===== src/rtl/ultrasonic_echo_timer.sv =====
// Periodic ultrasonic ranging front end: fires the sensor trigger, times the echo pulse
// in aclk cycles and hands each result to the measurement buffer over valid/ready.
module ultrasonic_echo_timer #(
    parameter int COUNT_W            = 25,
    parameter int TRIG_CYCLES        = 1000,
    parameter int TIMEOUT_CYCLES     = 3800000,
    parameter int MEAS_PERIOD_CYCLES = 6000000
) (
    input  logic               aclk,
    input  logic               areset,
    input  logic               enable,
    input  logic               echo_in,
    output logic               trig_out,
    output logic [COUNT_W-1:0] meas_data,
    output logic               meas_timeout,
    output logic               meas_valid,
    input  logic               meas_ready,
    output logic               busy
);

    localparam int TRIG_W = $clog2(TRIG_CYCLES + 1);
    localparam int TO_W   = $clog2(TIMEOUT_CYCLES + 1);
    localparam int PER_W  = $clog2(MEAS_PERIOD_CYCLES + 1);

    localparam logic [TRIG_W-1:0]  TRIG_LAST     = TRIG_W'(TRIG_CYCLES - 1);
    localparam logic [TO_W-1:0]    TIMEOUT_LIMIT = TO_W'(TIMEOUT_CYCLES);
    localparam logic [PER_W-1:0]   PERIOD_LAST   = PER_W'(MEAS_PERIOD_CYCLES - 1);
    localparam logic [COUNT_W-1:0] WIDTH_MAX     = '1;

    typedef enum logic [2:0] {
        IDLE,
        TRIG,
        WAIT_RISE,
        MEASURE,
        OUTPUT,
        HOLDOFF
    } state_t;

    state_t             state_q;
    logic               echoS1_q;
    logic               echoS2_q;
    logic [TRIG_W-1:0]  trigCnt_q;
    logic [TO_W-1:0]    timeoutCnt_q;
    logic [PER_W-1:0]   periodCnt_q;
    logic [COUNT_W-1:0] widthCnt_q;
    logic               trigOut_q;
    logic [COUNT_W-1:0] measData_q;
    logic               measTimeout_q;
    logic               measValid_q;

    // echo_in is asynchronous to aclk; only the second stage feeds the controller.
    always_ff @(posedge aclk or posedge areset) begin
        if (areset) begin
            echoS1_q <= 1'b0;
            echoS2_q <= 1'b0;
        end else begin
            echoS1_q <= echo_in;
            echoS2_q <= echoS1_q;
        end
    end

    // Measurement controller. The period counter saturates so a long back-pressure
    // stall simply defers the next trigger until the pending result has been taken.
    always_ff @(posedge aclk or posedge areset) begin
        if (areset) begin
            state_q       <= IDLE;
            trigCnt_q     <= '0;
            timeoutCnt_q  <= '0;
            periodCnt_q   <= '0;
            widthCnt_q    <= '0;
            trigOut_q     <= 1'b0;
            measData_q    <= '0;
            measTimeout_q <= 1'b0;
            measValid_q   <= 1'b0;
        end else begin
            if (periodCnt_q != PERIOD_LAST) begin
                periodCnt_q <= periodCnt_q + PER_W'(1);
            end

            case (state_q)
                IDLE: begin
                    if (enable && !echoS2_q) begin
                        state_q     <= TRIG;
                        trigOut_q   <= 1'b1;
                        trigCnt_q   <= '0;
                        periodCnt_q <= '0;
                    end
                end

                TRIG: begin
                    if (trigCnt_q == TRIG_LAST) begin
                        state_q      <= WAIT_RISE;
                        trigOut_q    <= 1'b0;
                        timeoutCnt_q <= '0;
                    end else begin
                        trigCnt_q <= trigCnt_q + TRIG_W'(1);
                    end
                end

                WAIT_RISE: begin
                    if (timeoutCnt_q == TIMEOUT_LIMIT) begin
                        state_q       <= OUTPUT;
                        measData_q    <= WIDTH_MAX;
                        measTimeout_q <= 1'b1;
                        measValid_q   <= 1'b1;
                    end else begin
                        timeoutCnt_q <= timeoutCnt_q + TO_W'(1);
                        if (echoS2_q) begin
                            state_q    <= MEASURE;
                            widthCnt_q <= COUNT_W'(1);
                        end
                    end
                end

                // Timeout wins over a falling edge seen in the same cycle.
                MEASURE: begin
                    if (timeoutCnt_q == TIMEOUT_LIMIT) begin
                        state_q       <= OUTPUT;
                        measData_q    <= WIDTH_MAX;
                        measTimeout_q <= 1'b1;
                        measValid_q   <= 1'b1;
                    end else begin
                        timeoutCnt_q <= timeoutCnt_q + TO_W'(1);
                        if (echoS2_q) begin
                            if (widthCnt_q != WIDTH_MAX) begin
                                widthCnt_q <= widthCnt_q + COUNT_W'(1);
                            end
                        end else begin
                            state_q       <= OUTPUT;
                            measData_q    <= widthCnt_q;
                            measTimeout_q <= 1'b0;
                            measValid_q   <= 1'b1;
                        end
                    end
                end

                OUTPUT: begin
                    if (meas_ready) begin
                        state_q     <= HOLDOFF;
                        measValid_q <= 1'b0;
                    end
                end

                HOLDOFF: begin
                    if (periodCnt_q == PERIOD_LAST) begin
                        if (!enable) begin
                            state_q <= IDLE;
                        end else if (!echoS2_q) begin
                            state_q     <= TRIG;
                            trigOut_q   <= 1'b1;
                            trigCnt_q   <= '0;
                            periodCnt_q <= '0;
                        end
                    end
                end

                default: begin
                    state_q <= IDLE;
                end
            endcase
        end
    end

    assign trig_out     = trigOut_q;
    assign meas_data    = measData_q;
    assign meas_timeout = measTimeout_q;
    assign meas_valid   = measValid_q;
    assign busy         = (state_q != IDLE);

endmodule


===== config.mk =====
export PLATFORM = sky130hd
export DESIGN_NAME = ultrasonic_echo_timer
export DESIGN_NICKNAME = d
export VERILOG_FILES = /design/src/rtl/ultrasonic_echo_timer.sv
export SDC_FILE = /design/constraint.sdc
export NUM_CORES = 1
export LEC_CHECK = 0
export CAP_MARGIN = 20
export CORE_ASPECT_RATIO = 1.4
export CORE_UTILIZATION = 52
export DETAILED_ROUTE_END_ITERATION = 10
export PLACE_DENSITY = 0.74
export SYNTH_ARGS = -nofsm -noshare
export SYNTH_HDL_FRONTEND = slang
export SYNTH_SLANG_ARGS = --single-unit
export TNS_END_PERCENT = 100

===== constraint.sdc =====
create_clock -name aclk -period 3.6 [get_ports aclk]
set_clock_uncertainty 0.2 [all_clocks]
set_input_delay 0.72 -clock aclk [delete_from_list [all_inputs] [get_ports aclk]]
set_output_delay 0.72 -clock aclk [all_outputs]
set_load 0.02 [all_outputs]

==> impl_metrics.toml, run 1 <==
[run_status]
status = "completed"

[layout]
diodes = 0
regArea_sq_um = 2830
multi_input_area_sq_um = 2920
final_cell_count_no_fill = 797
layout.nets = 653
n_fill_cell = 940
final_util_pct = 62.3
drive_gt1_share_pct = 9.49
synthToLayoutAreaGrowth_pct = 17.4

[setup_path]
rrSetupSlack_ns = 0.46
crit_fanout = 29
reg2reg_depth = 8
reg2reg_to = "widthCnt_q[14]$_DFFE_PP0P_"
cp-start-kind = "flip-flop"
path_class = "reg2reg"
r2r-start = "timeoutCnt_q[1]$_DFFE_PP0P_"
cp-end-kind = "flip-flop"
timing.critical_path.required_ns = 3.68
crit_arrival_ns = 3.22

[floorplanning]
initial_utilization_pct = 53.0
fp.dieW_microns = 92.7
die_area_sq_um = 11900
coreArea_sq_um = 11300
die_y_microns = 129
floorplan.rows = 46
pin_count = 34

[detailed_routing]
avgRoutedWirePerCell_microns = 17.4
vias = 5129
drc = 0
viasPerCell = 6.44
first_pass_iters = 5
ant_nets = 0
drt_iter0_drc = 320
wirelength_microns = 13900

[sta]
worst_slew_pin_slew_ns = 0.829
fmax_ghz = 0.318
fin_crit_ns = 3.14
tns_ns = 0
setup_viol = 0
hold_viol = 0
slew_violations = 0
rsz0062_at_grt = "no"
post-route-period-util_pct = 87.3
slew-limit-headroom_pct = 44.3

[pwr]
p_per_area_nw_per_um2 = 498
total_leakage_power_nw = 2.88
switching_share_pct = 25.4
power.switching_mw = 0.891
ir_worst_vdd_mv = 0.353
p_seq_share_pct = 41.7
p_int_mw = 2.61
pwr-share-clk_pct = 46.8
p_comb_share_pct = 11.5

[synth]
ys_seq_area_share_pct = 47.3
synth_warnings = 0
netlist_instances = 613
synth_async_sr_flop_share_pct = 100
synth.most_common_cell = "dfrtp_1"
synthDominantCellAreaShare_pct = 47.3
synth_area_sq_um = 5980
synth_top_area_cell = "dfrtp_1"
synth_seq_cells = 113
synth_edf_count = 0
avgSynthCellArea_sq_um = 9.76
synth_cell_types = 62
syn_nets = 623
synth_flop_cell = "dfrtp_1"
synthTopCellsByArea = "dfrtp_1 47%, o22a_1 3.8%, or4_1 3.5%, o31ai_1 3.3%, nor2_1 3.0%"
ys_top_cells_by_count = "113 x dfrtp_1, 48 x nor2_1, 45 x nand2_1"

[global_route]
grt_pass1_vias = 4997
overflow = 0
grt_usage_pct = 24.7
antenna_found_initial = 0
grt_first_pass_wirelength_microns = 23200
grt_max_degree = 114

[placement]
dp_hpwl_microns = 9290
place.gp.congestion = 0.856
numPortBuffers = 33
post-place-cells = 768

[worst_hold_path]
min_path_type = "reg2reg"
hp-start = "echoS1_q$_DFF_PP0_"
hold_path_end = "echoS2_q$_DFF_PP0_"
hold_path_depth = 0

[cts]
clk_pin_slew_ns = 0.05
cts_buffer_depth = 2
cts_max_level = 4
cts_tree = "built"
cts_sinks = 113
ctsResizeCount = 0
clockRootBuffer = "clkbuf_16"
post-cts-setup-buffer-count = 0
insertion_delay_ns = 0.41
cts_made_buffers = 17
cts_hold_buffers = 0

[job]
cap_violations = 0
power groups by stage:
| stage | Combinational, mW | Sequential, mW | Clock (mW) |
|---|---|---|---|
| detailed placement | 0.404 | 1.47 | 0 |
| floorplan | 0.296 | 1.45 | 0 |
| finish | 0.403 | 1.46 | 1.64 |
| CTS | 0.406 | 1.46 | 1.66 |
| global placement | 0.378 | 1.47 | 0 |
| global route | 0.452 | 1.47 | 1.72 |
how the worst max path moves through the flow:
stage	slack, ns	end	cells after the start	startpoint
finish	0.46	widthCnt_q[14]$_DFFE_PP0P_	8	timeoutCnt_q[1]$_DFFE_PP0P_
global placement	0.56	trigCnt_q[3]$_DFFE_PP0P_	6	enable
floorplan	0.94	widthCnt_q[0]$_DFFE_PP0P_	10	timeoutCnt_q[0]$_DFFE_PP0P_
CTS	0.49	widthCnt_q[14]$_DFFE_PP0P_	8	timeoutCnt_q[0]$_DFFE_PP0P_
detailed placement	0.53	widthCnt_q[14]$_DFFE_PP0P_	8	timeoutCnt_q[0]$_DFFE_PP0P_
global route	0.31	widthCnt_q[14]$_DFFE_PP0P_	8	timeoutCnt_q[1]$_DFFE_PP0P_
kinds of logic after synthesis:
| group | share of synthesized area, % |
|---|---|
| compound gates | 19.6 |
| mux | 0.188 |
| flops | 47.3 |
| xor+xnor | 3.81 |
| fa+ha+maj | 1.05 |
| buf+inv | 4.04 |
| simple gates | 24.1 |
cells in the final DEF (no fill, tap or decap), drive strengths merged, types with 6 or more instances in the layout:
cell	count
a21oi	39
o22a	26
inv	13
xnor2	17
nand3	25
nor3	15
nand4	22
nand2	45
buf	14
clkdlybuf4s50	33
o21ai	19
o2111ai	6
o211ai	11
o31ai	27
or3	16
and4	7
xor2	9
a211oi	6
dfrtp	113
or4	28
nor2	48
clkbuf	23
and3	15
state kept, by name (all words and copies together) (netlist names):
| name | cells |
|---|---|
| echoS1_q | 1 |
| echoS2_q | 1 |
| meas_data | 25 |
| meas_timeout | 1 |
| meas_valid | 1 |
| periodCnt_q | 23 |
| state_q | 3 |
| timeoutCnt_q | 22 |
| trigCnt_q | 10 |
| trig_out | 1 |
| widthCnt_q | 25 |
final cells by class:
cell class,count,share of cell area (%)
multi-input combinational,450,41.6
sequential,113,40.3
clock buffer,23,7.09
timing repair buffer,47,6.56
tap,144,2.57
clock inverter,6,1.14
inverter,14,0.802
layer usage:
layer / up-vias / global-route usage, % / part of all wire (%)
li1: 2399 / - / -
met4: 0 / 10.2 / 2.1
met5: - / 0 / 0
met2: 158 / 42.4 / 52
met3: 32 / 6.21 / 4.4
met1: 2540 / 29.6 / 42
critical path, cell delays in order, from the launching register on:
cell and delay (ns):
dfrtp_1 0.41, inv_1 0.10, ha_1 0.15, or4bb_1 0.54
or4_1 0.59, o211ai_4 0.40, buf_4 0.36, or4_1 0.18
a21oi_1 0.08
stage by stage:
stage          hold slack, ns  power, mW  instance area [sq um]  setup WS (ns)
5_1_grt                 0.171       3.64                   7020          0.305
6_report                0.150       3.50                   7020          0.457
3_5_place_dp            0.142       1.88                   6440          0.531
2_1_floorplan           0.131       1.74                   5990          0.936
3_3_place_gp            0.135       1.85                   6440          0.564
4_1_cts                 0.153       3.52                   7020          0.489
No activity file was read; power rests on OpenSTA's default activity.
==> run 2, diff against run 1 <==
--- a/config.mk
+++ b/config.mk
@@ -10,6 +10,7 @@
 export CORE_UTILIZATION = 52
 export DETAILED_ROUTE_END_ITERATION = 10
 export PLACE_DENSITY = 0.74
+export SLEW_MARGIN = 10
 export SYNTH_ARGS = -nofsm -noshare
 export SYNTH_HDL_FRONTEND = slang
 export SYNTH_SLANG_ARGS = --single-unit
==> results of run 2 <==
Same layout as run 1: the final DEF is identical, and so are final timing and power.
